$ cat config.mk
export PLATFORM = sky130hd
export DESIGN_NAME = mem_port_arbiter
export DESIGN_NICKNAME = d
export VERILOG_FILES = /design/src/rtl/mem_port_arbiter.sv
export SDC_FILE = /design/constraint.sdc
export NUM_CORES = 1
export LEC_CHECK = 0
export BUFFER_PORTS_ARGS = -buffer_cell sky130_fd_sc_hd__buf_2
export CAP_MARGIN = 10
export CORE_MARGIN = 5
export CORE_UTILIZATION = 39
export DETAILED_ROUTE_END_ITERATION = 16
export PLACE_DENSITY = 0.78
export SETUP_SLACK_MARGIN = 0.15
export SYNTH_ARGS = -nofsm -noshare
export SYNTH_HDL_FRONTEND = slang
export SYNTH_SLANG_ARGS = --single-unit
$ cat constraint.sdc
create_clock -name clk -period 1.56 [get_ports clk]
set_clock_uncertainty 0.15 [all_clocks]
set_input_delay 0.39 -clock clk [delete_from_list [all_inputs] [get_ports clk]]
set_output_delay 0.39 -clock clk [all_outputs]
set_load 0.02 [all_outputs]
$ cat src/rtl/mem_port_arbiter.sv
// Round-robin arbiter folding NUM_PORTS req/ack master channels onto one downstream memory port.
// Define MEM_ARB_TIMEOUT_EN to add a watchdog that ends stalled accesses with an m_err pulse.
module mem_port_arbiter #(
  parameter int unsigned DATA_WIDTH     = 32,
  parameter int unsigned ADDR_WIDTH     = 32,
  parameter int unsigned NUM_PORTS      = 2,
  parameter int unsigned TIMEOUT_CYCLES = 64
) (
  input  logic                              clk,
  input  logic                              rst,
  input  logic [NUM_PORTS-1:0]              m_req,
  input  logic [NUM_PORTS-1:0]              m_we,
  input  logic [NUM_PORTS*ADDR_WIDTH-1:0]   m_addr,
  input  logic [NUM_PORTS*DATA_WIDTH-1:0]   m_wdata,
  input  logic [NUM_PORTS*DATA_WIDTH/8-1:0] m_wmask,
  output logic [NUM_PORTS-1:0]              m_ack,
  output logic [NUM_PORTS-1:0]              m_err,
  output logic [DATA_WIDTH-1:0]             m_rdata,
  output logic                              s_req,
  output logic                              s_we,
  output logic [ADDR_WIDTH-1:0]             s_addr,
  output logic [DATA_WIDTH-1:0]             s_wdata,
  output logic [DATA_WIDTH/8-1:0]           s_wmask,
  input  logic                              s_ack,
  input  logic [DATA_WIDTH-1:0]             s_rdata
);

  localparam int unsigned PW = (NUM_PORTS > 1) ? $clog2(NUM_PORTS) : 1;
  localparam int unsigned MW = DATA_WIDTH / 8;

  if (NUM_PORTS < 1 || NUM_PORTS > 8 || TIMEOUT_CYCLES < 1 || (DATA_WIDTH % 8) != 0)
  begin : gen_bad_cfg
    $error("mem_port_arbiter: unsupported parameter set");
  end

  typedef enum logic [1:0] {StIdle, StIssue, StResp} state_e;

  state_e                state_q, state_d;
  logic [PW-1:0]         grant_q, grant_d;
  logic [PW-1:0]         rr_ptr_q, rr_ptr_d;
  logic                  we_q, we_d;
  logic [ADDR_WIDTH-1:0] addr_q, addr_d;
  logic [DATA_WIDTH-1:0] wdata_q, wdata_d;
  logic [MW-1:0]         wmask_q, wmask_d;
  logic [DATA_WIDTH-1:0] rdata_q, rdata_d;

  logic                  pick_valid;
  logic [PW-1:0]         pick_idx;
  logic [PW-1:0]         cand;

  logic [ADDR_WIDTH-1:0] addr_arr  [NUM_PORTS];
  logic [DATA_WIDTH-1:0] wdata_arr [NUM_PORTS];
  logic [MW-1:0]         wmask_arr [NUM_PORTS];

  for (genvar g = 0; g < NUM_PORTS; g++) begin : gen_unpack
    assign addr_arr[g]  = m_addr[g*ADDR_WIDTH +: ADDR_WIDTH];
    assign wdata_arr[g] = m_wdata[g*DATA_WIDTH +: DATA_WIDTH];
    assign wmask_arr[g] = m_wmask[g*MW +: MW];
  end

`ifdef MEM_ARB_TIMEOUT_EN
  localparam int unsigned CW = (TIMEOUT_CYCLES > 1) ? $clog2(TIMEOUT_CYCLES) : 1;
  logic [CW-1:0] cnt_q, cnt_d;
  logic          err_q, err_d;
`endif

  // First requester after the last winner, wrapping around.
  always_comb begin
    pick_valid = 1'b0;
    pick_idx   = '0;
    cand       = '0;
    for (int i = 1; i <= int'(NUM_PORTS); i++) begin
      cand = PW'((int'(rr_ptr_q) + i) % int'(NUM_PORTS));
      if (!pick_valid && m_req[cand]) begin
        pick_valid = 1'b1;
        pick_idx   = cand;
      end
    end
  end

  always_comb begin
    state_d  = state_q;
    grant_d  = grant_q;
    rr_ptr_d = rr_ptr_q;
    we_d     = we_q;
    addr_d   = addr_q;
    wdata_d  = wdata_q;
    wmask_d  = wmask_q;
    rdata_d  = rdata_q;
`ifdef MEM_ARB_TIMEOUT_EN
    cnt_d    = cnt_q;
    err_d    = err_q;
`endif
    unique case (state_q)
      StIdle: begin
        if (pick_valid) begin
          state_d  = StIssue;
          grant_d  = pick_idx;
          rr_ptr_d = pick_idx;
          we_d     = m_we[pick_idx];
          addr_d   = addr_arr[pick_idx];
          wdata_d  = wdata_arr[pick_idx];
          wmask_d  = wmask_arr[pick_idx];
`ifdef MEM_ARB_TIMEOUT_EN
          cnt_d    = '0;
          err_d    = 1'b0;
`endif
        end
      end
      StIssue: begin
        if (s_ack) begin
          rdata_d = s_rdata;
          state_d = StResp;
`ifdef MEM_ARB_TIMEOUT_EN
        end else if (cnt_q == CW'(TIMEOUT_CYCLES - 1)) begin
          rdata_d = '0;
          err_d   = 1'b1;
          state_d = StResp;
        end else begin
          cnt_d = cnt_q + 1'b1;
`endif
        end
      end
      StResp:  state_d = StIdle;
      default: state_d = StIdle;
    endcase
  end

  always_ff @(posedge clk) begin
    if (rst) begin
      state_q  <= StIdle;
      grant_q  <= '0;
      rr_ptr_q <= PW'(NUM_PORTS - 1);
      we_q     <= 1'b0;
      addr_q   <= '0;
      wdata_q  <= '0;
      wmask_q  <= '0;
      rdata_q  <= '0;
`ifdef MEM_ARB_TIMEOUT_EN
      cnt_q    <= '0;
      err_q    <= 1'b0;
`endif
    end else begin
      state_q  <= state_d;
      grant_q  <= grant_d;
      rr_ptr_q <= rr_ptr_d;
      we_q     <= we_d;
      addr_q   <= addr_d;
      wdata_q  <= wdata_d;
      wmask_q  <= wmask_d;
      rdata_q  <= rdata_d;
`ifdef MEM_ARB_TIMEOUT_EN
      cnt_q    <= cnt_d;
      err_q    <= err_d;
`endif
    end
  end

  always_comb begin
    m_ack = '0;
    m_err = '0;
    if (state_q == StResp) begin
      m_ack[grant_q] = 1'b1;
`ifdef MEM_ARB_TIMEOUT_EN
      m_err[grant_q] = err_q;
`endif
    end
  end

  assign s_req   = (state_q == StIssue);
  assign s_we    = we_q;
  assign s_addr  = addr_q;
  assign s_wdata = wdata_q;
  assign s_wmask = wmask_q;
  assign m_rdata = rdata_q;

endmodule

==> impl_metrics.ini <==
[timing]
final_max_slew_viol_count = 0
timing.final.crit_period_ps = 1660
hold_viol_final = 0
setup_viol = 44
clock.fmax_mhz = 601
post-route-period-util = 1.07
rsz0062_at_grt = true
finalWorstSetupSlack_ps = -105
holdWs_ps = 136
fin_setup_tns_ps = -2270

[detailed_routing]
drt_first_pass_iters = 5
drcViolationCount = 0
wl_microns = 17000
drt_iter0_markers = 269
postRouteAntennaNets = 0
viasPerCell = 5.30
wl_per_cell_microns = 17.1
num_vias = 5276

[power]
clockPowerShare = 0.273
p_int_mw = 5.34
finalPower_mw = 7.75
vdd_drop_max_mv = 0.709
netSwitchingFraction = 0.311
leakage_nw = 3.43
netSwitchingPower_mw = 2.41
comb_power_share = 0.328
seqPwrFrac = 0.399
p_per_area_nw_per_um2 = 1040

[setup_path]
cp_max_fo = 5
reg2reg_depth = 8
cp.required_ps = 1020
startpoint_type = flop
cp.arrival_ps = 1120
path_class = flop to output pin
endpoint_kind = output pin

[worst_hold_path]
worstHoldPathType = primary input to flop
min_path_cells = 3

[global_routing]
grt_pass1_wl_microns = 25000
grt_max_degree = 53
grt_usage = 0.231
grt_pass1_vias = 5085
antenna_found_initial = 0
overflow = 0

[finish]
area_growth_syn_to_layout_pct = 67.6
register_area_sq_um = 2110
nNetsFinal = 1022
multi_input_area_sq_um = 2340
drive_gt1_frac = 0.489
finalInstanceArea_sq_um = 7440
fill_cells = 879
fin_util = 0.660
stdcell_count = 995
num_antenna_cells = 0

[clock_network]
cts_tree = yes
cts_buffer_depth = 2
h-tree-depth = 3
cts_hold_buf = 0
cts_made_buffers = 9
cts_sinks = 105
clockRootBuffer = clkbuf_16
insertion_delay_ps = 330
clk_pin_slew_ps = 70

[floorplan]
die_w_microns = 117
dieArea_sq_um = 13600
chipHeight_microns = 117
pin_count = 281
core_area_sq_um = 11300
rows = 39
start_util = 0.394

[synthesis]
yosysSeqAreaShare = 0.473
yosys_warnings = 0
synth_ff_type = dfxtp_1
synth_edf_count = 0
ys_top_cells_by_area = dfxtp_1 (47%), nand2_1 (17%), a311oi_1 (12%), a21oi_1 (11%), clkbuf_1 (3.6%)
yosys.cell_count.top_type = nand2_1
synth_top_cell_by_area = dfxtp_1
synthesis.area_sq_um = 4440
syn_inst = 558
synth_top_area_share = 0.473
synth_seq_cells = 105
syn_avg_cell_area_sq_um = 7.96
synth_common_cells = nand2_1 (204), dfxtp_1 (105), a21oi_1 (102)
ys_async_sr_fraction = 0
netlist-cell-type-count = 23

[placement]
hpwl_microns = 11100
port_buffers = 278
dp_worst_setup_slack_ps = -173
dp_cells = 945
routabilityCongestion = 0.769
placed_area_sq_um = 6110

[status]
status = complete, but fails checks
violations = setup timing

[job]
cap_violations = 0
## layer usage
metal  share of wire  GRT usage
met2            0.50      0.401
met5               0          0
met1            0.38      0.273
met4           0.026     0.0864
met3           0.092     0.0580
## timing repair
action,CTS,global route
setup buffers,18,4
pin swaps,14,18
gates cloned,10,2
setup endpoints to repair,81,114
resized for setup,55,80
## layout by cell type (no fill, tap or decap), types with 3 or more instances in the layout
cell type	synthesis	routed
a21oi_1	102	98
a21oi_2	0	4
a311oi_1	59	25
a311oi_2	10	44
buf_12	0	22
buf_16	0	9
buf_2	10	233
buf_4	2	51
buf_6	3	15
buf_8	0	5
clkbuf_16	0	11
clkinv_2	0	3
dfxtp_1	105	96
dfxtp_2	0	9
nand2_1	204	204
## power groups by stage
stage	clock network (mW)	registers, mW	logic [mW]
final	2.12	3.09	2.54
after global routing	2.26	3.12	2.71
after CTS	2.17	3.08	2.29
after detailed placement	0	3.13	1.83
after global placement	0	3.12	1.81
after floorplan	0	3.43	0.755
## layout make-up
cell class,count,share of cell area
Clock buffer,13,0.0350
Timing Repair Buffer,337,0.340
Tap cell,143,0.0240
Clock inverter,3,0.00202
Multi-Input combinational cell,393,0.314
Sequential cell,105,0.284
Inverter,1,0.000504
## kinds of logic (layout without fill, tap and decap cells)
logic type      count (synthesis)  after routing  share of synthesized area
flops                         105            105                      0.473
other cells                     1              2                   0.000844
compound gates                176            176                      0.276
simple gates                  215            215                      0.189
buf+inv                        61            354                     0.0611
## critical path, cell delays in order, from the launching register on
cell	delay [ps]
dfxtp_2	350
buf_6	110
nor3b_4	190
buf_6	140
## final timing paths
kind                       to  slack [ps]   startpoint
setup / recovery     m_ack[0]        -100   state_q[1]
setup reg to reg   s_addr[20]         -90   state_q[1]
hold reg to reg   m_rdata[18]         300  m_rdata[18]
hold / removal    m_rdata[28]         140  s_rdata[28]
## state kept, by name (all words and copies together), names as in the netlist
register,count
grant_q,1
m_rdata,32
rr_ptr_q,1
s_addr,32
s_wdata,32
s_we,1
s_wmask,4
state_q,2
(Power assumes the default switching activity.)
